[src/rtl/rv_lsu.sv]
// Handshaked load/store unit: effective address, byte-lane strobes and replicated
// store data, load extraction with sign/zero extension, misalign/bus/timeout faults.
module rv_lsu #(
  parameter int unsigned XLEN    = 32,
  parameter int unsigned ADDR_W  = 32,
  parameter int unsigned TIMEOUT = 255
) (
  input  logic              clk,
  input  logic              reset,
  input  logic              req_valid,
  output logic              req_ready,
  input  logic              req_store,
  input  logic [2:0]        req_funct3,
  input  logic [XLEN-1:0]   req_base,
  input  logic [11:0]       req_offset,
  input  logic [XLEN-1:0]   req_wdata,
  input  logic [4:0]        req_rd,
  output logic              rsp_valid,
  input  logic              rsp_ready,
  output logic [XLEN-1:0]   rsp_rdata,
  output logic [4:0]        rsp_rd,
  output logic [1:0]        rsp_err,
  output logic              mem_valid,
  input  logic              mem_ready,
  output logic              mem_we,
  output logic [ADDR_W-1:0] mem_addr,
  output logic [XLEN-1:0]   mem_wdata,
  output logic [XLEN/8-1:0] mem_wstrb,
  input  logic              mem_rvalid,
  input  logic [XLEN-1:0]   mem_rdata,
  input  logic              mem_rerr
);
  localparam int unsigned NB = XLEN / 8;
  localparam int unsigned LW = $clog2(NB);
  localparam int unsigned TW = (TIMEOUT > 1) ? $clog2(TIMEOUT + 1) : 1;

  typedef enum logic [1:0] {IDLE, ISSUE, WAIT, RESP} state_t;
  state_t state, state_nx;

  logic              is_store;
  logic [2:0]        funct3_q;
  logic [LW-1:0]     lane_q;
  logic [4:0]        rd_q;
  logic [XLEN-1:0]   rdata_q;
  logic [1:0]        err_q;
  logic [TW-1:0]     tcnt;
  logic [ADDR_W-1:0] addr_q;
  logic [XLEN-1:0]   wdata_q;
  logic [NB-1:0]     wstrb_q;

  logic [XLEN-1:0]   ea_full, wdata_rep, shifted, ext_mask, load_ext;
  logic [ADDR_W-1:0] ea;
  logic [LW-1:0]     lane;
  logic [7:0]        size_mask;
  logic [NB-1:0]     strb;
  logic              illegal, misaligned, fault, timeout_hit, ext_msb;

  always_comb begin
    ea_full = req_base + {{(XLEN-12){req_offset[11]}}, req_offset};
    ea      = ADDR_W'(ea_full);
    lane    = ea_full[LW-1:0];
    illegal = (req_funct3 == 3'b111) ||
              ((XLEN == 32) && ((req_funct3 == 3'b011) || (req_funct3 == 3'b110)));
    wdata_rep = '0;
    case (req_funct3[1:0])
      2'b00: begin
        size_mask  = 8'h01;
        misaligned = 1'b0;
        for (int unsigned i = 0; i < NB; i++) wdata_rep[8*i +: 8] = req_wdata[7:0];
      end
      2'b01: begin
        size_mask  = 8'h03;
        misaligned = ea_full[0];
        for (int unsigned i = 0; i < NB/2; i++) wdata_rep[16*i +: 16] = req_wdata[15:0];
      end
      2'b10: begin
        size_mask  = 8'h0F;
        misaligned = |ea_full[1:0];
        for (int unsigned i = 0; i < NB/4; i++) wdata_rep[32*i +: 32] = req_wdata[31:0];
      end
      default: begin
        size_mask  = 8'hFF;
        misaligned = |ea_full[2:0];
        wdata_rep  = req_wdata;
      end
    endcase
    fault = illegal || misaligned;
    strb  = NB'(size_mask) << lane;
  end

  // Load path works from the captured lane/size, not the live request inputs.
  always_comb begin
    shifted = mem_rdata >> {lane_q, 3'b000};
    case (funct3_q[1:0])
      2'b00:   begin ext_mask = XLEN'(8'hFF);          ext_msb = shifted[7];  end
      2'b01:   begin ext_mask = XLEN'(16'hFFFF);       ext_msb = shifted[15]; end
      2'b10:   begin ext_mask = XLEN'(32'hFFFF_FFFF);  ext_msb = shifted[31]; end
      default: begin ext_mask = '1;                    ext_msb = 1'b0;        end
    endcase
    load_ext = shifted & ext_mask;
    if (!funct3_q[2] && ext_msb) load_ext = load_ext | ~ext_mask;
  end

  always_comb begin
    timeout_hit = (TIMEOUT != 0) && (tcnt == TW'(TIMEOUT - 1));
  end

  always_ff @(posedge clk or posedge reset) begin
    if (reset) begin
      state <= IDLE;
    end else begin
      state <= state_nx;
    end
  end

  always_comb begin
    state_nx = state;
    case (state)
      IDLE:  if (req_valid) state_nx = fault ? RESP : ISSUE;
      ISSUE: if (mem_ready) state_nx = is_store ? RESP : WAIT;
             else if (timeout_hit) state_nx = RESP;
      WAIT:  if (mem_rvalid || timeout_hit) state_nx = RESP;
      RESP:  if (rsp_ready) state_nx = IDLE;
      default: state_nx = IDLE;
    endcase
  end

  always_comb begin
    req_ready = (state == IDLE) && !reset;
    mem_valid = (state == ISSUE);
    rsp_valid = (state == RESP);
    mem_we    = is_store;
    mem_addr  = addr_q;
    mem_wdata = wdata_q;
    mem_wstrb = wstrb_q;
    rsp_rdata = rdata_q;
    rsp_rd    = rd_q;
    rsp_err   = err_q;
  end

  always_ff @(posedge clk or posedge reset) begin
    if (reset) begin
      is_store <= 1'b0;
      funct3_q <= '0;
      lane_q   <= '0;
      rd_q     <= '0;
      rdata_q  <= '0;
      err_q    <= '0;
      tcnt     <= '0;
      addr_q   <= '0;
      wdata_q  <= '0;
      wstrb_q  <= '0;
    end else begin
      case (state)
        IDLE: if (req_valid) begin
          is_store <= req_store;
          funct3_q <= req_funct3;
          lane_q   <= lane;
          rd_q     <= req_rd;
          rdata_q  <= '0;
          err_q    <= fault ? 2'b01 : 2'b00;
          tcnt     <= '0;
          addr_q   <= ea & ~ADDR_W'(NB - 1);
          wdata_q  <= wdata_rep;
          wstrb_q  <= req_store ? strb : '0;
        end
        ISSUE: begin
          tcnt <= tcnt + 1'b1;
          if (!mem_ready && timeout_hit) err_q <= 2'b11;
        end
        WAIT: begin
          tcnt <= tcnt + 1'b1;
          if (mem_rvalid) begin
            if (mem_rerr) err_q <= 2'b10;
            else          rdata_q <= load_ext;
          end else if (timeout_hit) begin
            err_q <= 2'b11;
          end
        end
        default: ;
      endcase
    end
  end
endmodule

[config.mk]
export PLATFORM = sky130hd
export DESIGN_NAME = rv_lsu
export DESIGN_NICKNAME = d
export VERILOG_FILES = /design/src/rtl/rv_lsu.sv
export SDC_FILE = /design/constraint.sdc
export NUM_CORES = 1
export LEC_CHECK = 0
export BUFFER_PORTS_ARGS = -buffer_cell sky130_fd_sc_hd__buf_2
export CAP_MARGIN = 40
export CORE_MARGIN = 1
export CORE_UTILIZATION = 47
export CTS_CLUSTER_DIAMETER = 40
export CTS_CLUSTER_SIZE = 30
export DETAILED_ROUTE_END_ITERATION = 10
export GPL_TIMING_DRIVEN = 1
export PLACE_DENSITY = 0.78
export SKIP_CTS_REPAIR_TIMING = 1
export SLEW_MARGIN = 20
export SYNTH_ARGS = -nofsm -noshare
export SYNTH_HDL_FRONTEND = slang
export SYNTH_SLANG_ARGS = --single-unit
[constraint.sdc]
create_clock -name clk -period 4.1 [get_ports clk]
set_input_delay 0.82 -clock clk [delete_from_list [all_inputs] [get_ports clk]]
set_output_delay 0.82 -clock clk [all_outputs]
set_load 0.05 [all_outputs]
-- Word-level counts from Yosys, hierarchy flattened
Cells that the tools add are included.
- equality and inequality tests: 20
- bitwise gates (word level): 3
- reductions and logical operators: 24
- multiplexer cells: 27
- divide/modulo/power cells: 0
- multiply operators: 0
- $lt $le $gt $ge: 0
- add/sub/neg operators: 2
- shift operators: 2
- operators with widths (kind ; count):
    $pmux 32 s2 ; 3
    $mux 32 ; 4
    $add 32x32->32 ; 1
    $and 32x32->32 ; 1
    $not 32->32 ; 1
    $or 32x32->32 ; 1
    $shr 32x5->32 ; 1
    $mux 2 ; 10
    $pmux 8 s2 ; 1
    $pmux 4 s3 ; 1
    $add 8x1->8 const B ; 1
    $eq 2x2->1 const B ; 4
    $eq 8x8->1 const B ; 1
    $mux 8 ; 1
    $ne 2x2->1 const B ; 4
    $pmux 2 s4 ; 1
    $reduce_and 4->1 ; 2
    $eq 2x1->1 const B ; 3
    $eq 3x3->1 const B ; 2
    $logic_not 2->1 ; 3
    $ne 3x3->1 const B ; 2
    $pmux 1 s3 ; 2
    $pmux 2 s3 ; 1
    $reduce_and 5->1 ; 1
    14 further kinds ; 26
- bits of input ports: 124
- ROM bits: 0
- register bits: 121
- bits in writable memories: 0
- memories kept: 0
- latch bits: 0
- word-level logic and storage cells: 89
- output and inout port bits: 111

-- Depth between registers and ports, before layout
- depth in word-level cells: 8
- mapped depth: 10
- depth with buffers taken out: 10

-- Worst setup path before layout
No wires, ideal clock.
- kind: input to register
- start: in req_base[0]
- end: reg addr_q[30], in the netlist mem_addr[30]
- stages on the path: 10
- arrival: 2.808 ns
- buffers on the path: 0
- setup time: 0.131 ns
- path slack: 1.161 ns
- data required time: 3.969 ns
- path through: ha_1 > fa_1 > a211o_1 > a21oi_2 > a21oi_1 > o2111ai_2 > nand2_1 > a211oi_2 > a2111o_1 > o211ai_1
- longest elaborated chain between the ends: 1
- RTL lines (item ; line ; text):
    from (decl) ; 14 ; input logic [XLEN-1:0] req_base,
    $add 32x32->32 ; 59 ; ea_full = req_base + {{(XLEN-12){req_offset[11]}}, req_offset};
    to (signal assigned) ; 163 ; addr_q <= ea & ~ADDR_W'(NB - 1);
    to (decl) ; 47 ; logic [ADDR_W-1:0] addr_q;
No other way between the ends.
A chain may end at the register's enable or synchronous reset.

-- Worst setup path in the final report
Ends and elaborated chain as after synthesis.

==> metrics <==
detailed-route DRC error count=0; FF-to-FF path depth=10; Clock Skews=9.68 ps; diode count=0; DR vias=6785; register bit count reported by yosys=between 100 and 150; complex-gate fraction of the synthesized area=approximately 22%; crit-path leading delay family=compound AO/OA/AOI/OAI gates; layout filler cell count=approximately 1300; Setup CP Type=in -> reg; CTS clk-pin slew, worst paths=roughly 60 ps; CP Max Fanout=3; Mapped Avg Cell Area=8.95 sq um; mapped cell area=7200 sq um; TritonCTS clock tree=built; share of layout cells above drive strength 1=29.2%; vias in the first global route=6339; reg-to-reg endpoint=rsp_rdata[15]$_DFFE_PP0P_; HPWL after detailed placement=~15 mm; core box area=~15000 sq um; Max Cap Viol=0; CTS max path bufs=2; register area share after synthesis=about 42%; first-pass detailed-route iteration total=5; max frequency=0.345 GHz; Final Hold Fails=0; Post-synth top flop=dfrtp_1; Die Span Y=126 um; CP Launch Type=input pin; WHS Path Cells=2; largest family of logic cells by synthesized area=compound AO/OA/AOI/OAI gates; pin count of the biggest net entering global routing=69; Max Transition Viols Final=0; critical path data required time=4390 ps; GPL Wtd Cong=0.874; Buffers on Ports=232; Hold Path Origin=mem_wdata[4]$_DFFE_PP0P_; Worst EP arrival=3190 ps; design area=9170 sq um; Rel. slew slack=between 50 and 60%; vias per cell=approximately 5.6; simple-gate area share of the yosys netlist=roughly 16%; Setup TNS=0 ps; Critical-path top delay cell=fa_1; Crit. End Element=register; pre-CTS WS=~760 ps; worst setup margin=1200 ps; htree depth=4; placed inst area=8510 sq um; post-route clock period utilization=70.7%; Final min period=around 2900 ps; Final #Nets=1185; antenna violations before repair=0; Synth Area in XOR/XNOR=2.43%; remaining global-route overflow=0; Pleak=4.79 nW; routed length per placed instance=16.6 um; status=finished clean; Rows=44; hold crit path type=reg -> reg; peak supply drop=400 uV; drt first-iter violations=362; Crit path buffers/inverters=1; total track usage=25.8%; R2R Path Start=state[0]$_DFFE_PP0P_; area of the die=15800 sq um; Setup-failing EPs final=0; Yosys Warn Count=0; RSZ-0062 raised after global routing=false; total length of routed wires=20.3 mm; Die W=126 um; Async S/R FF share, synth=100%; Post-Synth Adder-Cell Area=6.70%; multiplexer share of the synthesized area=~7.6%; CTS Buf Count=17; CP max stage delay=roughly 460 ps; post-route ant nets=0; Worst-Skew Late Latency=about 420 ps; first-pass GRT wire length=approximately 32 mm; io pins=235; Min-Delay Endpoint=mem_wdata[4]$_DFFE_PP0P_; clock root buffer=clkbuf_16; Layout area overhead=27.3%; post-synth cell types=63; PwrDens=just over 800 nW/um^2; worst-margin pin slew=718 ps; Starting Density=48.8%; Post-synth EDFFs=0; critical-path cell list=buf_2 > ha_1 > fa_1 > a211o_1 > a21oi_2 > a21oi_1 > o2111ai_2 > nand2_1 > a211oi_2 > a2111o_1 > o211ai_1; CTS sink count=about 120; r2r setup slk=1520 ps; Syn Inst Count=about 800
[flip-flops by register name, summed over array words and instances, names as in the netlist]
name	flops
funct3_q	3
lane_q	2
rsp_err	2
tcnt	8
mem_wstrb	4
rsp_rdata	32
rsp_rd	5
mem_wdata	32
mem_addr	30
state	2
mem_we	1
[worst reg2reg max path, cell delays in order (launching register included)]
cell	delay, ps
dfrtp_1	400
inv_1	110
ha_1	510
nand2_1	120
nor2_1	230
o21ai_2	90
buf_4	260
inv_1	130
and3_1	380
o21ai_0	190
nand2_1	110
[final cells by class]
type	count	area, sq um	share of cell area (%)
Multi-Input combinational cell	621	3920	42.8
Tap cell	184	230	2.51
Clock buffer	17	425	4.64
Sequential cell	121	3030	33.0
Inverter	21	81.3	0.887
Timing Repair Buffer	241	1260	13.7
Clock inverter	15	226	2.47
[worst max path at each step]
stage | start | to | slack, ps | depth (start not counted)
finish | req_base[0] | mem_addr[30]$_DFFE_PP0P_ | 1200 | 11
global route | req_base[0] | mem_addr[28]$_DFFE_PP0P_ | 1050 | 11
CTS | req_base[0] | mem_addr[30]$_DFFE_PP0P_ | 1210 | 11
detailed placement | req_base[0] | mem_addr[28]$_DFFE_PP0P_ | 760 | 11
global placement | req_base[0] | mem_addr[28]$_DFFE_PP0P_ | 840 | 11
floorplan | reset | funct3_q[0]$_DFFE_PP0P_ | 70 | 1
[cell usage in the layout, fill, tap and decap left out, types with 4 or more instances in the layout]
cell type	synthesis	routed
a22o_1	26	26
mux2_2	11	11
o211ai_1	11	11
inv_1	21	20
and2_1	4	4
o21ai_0	87	87
a21o_1	14	14
mux2i_1	42	42
nor4_1	4	4
clkinvlp_4	0	6
nand2_1	179	178
nor3_1	7	7
or3_1	5	5
bufinv_16	0	5
a211oi_1	5	5
nor2b_1	4	4
buf_4	2	6
o31ai_1	9	9
buf_2	3	232
xor2_1	12	12
clkbuf_16	0	17
nor2_1	38	38
nand4_1	4	4
ha_1	37	37
dfrtp_1	121	121
a31oi_1	5	5
nand3_1	5	5
and3_1	7	7
o21a_1	5	5
xnor2_1	8	8
a21oi_1	48	48
[cell usage after synthesis (all sizes together), types with 2 or more instances]
| cell | instances | area (sq um) |
|---|---|---|
| mux2 | 11 | 124 |
| nand4 | 4 | 25.0 |
| clkbuf | 29 | 119 |
| nor3 | 7 | 35.0 |
| o31a | 2 | 17.5 |
| o21ai | 92 | 475 |
| mux2i | 42 | 420 |
| or3 | 5 | 31.3 |
| a21boi | 2 | 15.0 |
| inv | 21 | 78.8 |
| o211ai | 11 | 82.6 |
| ha | 37 | 463 |
| o21a | 5 | 37.5 |
| nor2b | 4 | 25.0 |
| o31ai | 10 | 80.1 |
| o21bai | 2 | 15.0 |
| a31oi | 5 | 31.3 |
| nand3 | 6 | 35.0 |
| a21o | 14 | 105 |
| nor4 | 4 | 25.0 |
| dfrtp | 121 | 3030 |
| xor2 | 12 | 105 |
| a22o | 26 | 228 |
| buf | 14 | 71.3 |
| a21oi | 50 | 265 |
| nor2 | 38 | 143 |
| xnor2 | 8 | 70.1 |
| and3 | 10 | 66.3 |
| nand2 | 179 | 672 |
| o211a | 3 | 30.0 |
| and2 | 6 | 40.0 |
| o311ai | 3 | 26.3 |
| nand3b | 2 | 15.0 |
| a211oi | 6 | 50.1 |
[cells by family after synthesis]
kind of cell,count (synthesis)
adder cells (fa/ha/maj),38
XOR/XNOR,20
buffers and inverters,64
flip-flops,121
multiplexers,53
AO/OA/AOI/OAI,240
other,1
AND/OR/NAND/NOR,268
[per-stage QoR]
step           hold WS (ps)  instances  utilization [%]  total power [W]
2_1_floorplan           463        806                -          0.00497
3_3_place_gp            454       1185             57.5          0.00585
3_5_place_dp            457       1187             57.7          0.00594
4_1_cts                 470       1219             62.1          0.00762
5_1_grt                 482       1220             62.2          0.00801
6_report                466       1220             62.2          0.00760
[power breakdown]
group	switching (W)	internal (W)
logic	0.00288	0.00102
registers	0.000334	0.00170
clock network	0.000579	0.00108
[metal layers]
layer  track usage [%]  part of all wire, %  up-vias  routed length [um]
met3              6.16                  6.9       30                1400
met2              42.5                   48      275                9640
met5                 0                    0        -                   0
li1                  -                    -     3282                   -
met1              33.7                   44     3198                8900
met4              8.08                  1.6        0                 318
No activity file was read; power rests on OpenSTA's default activity.
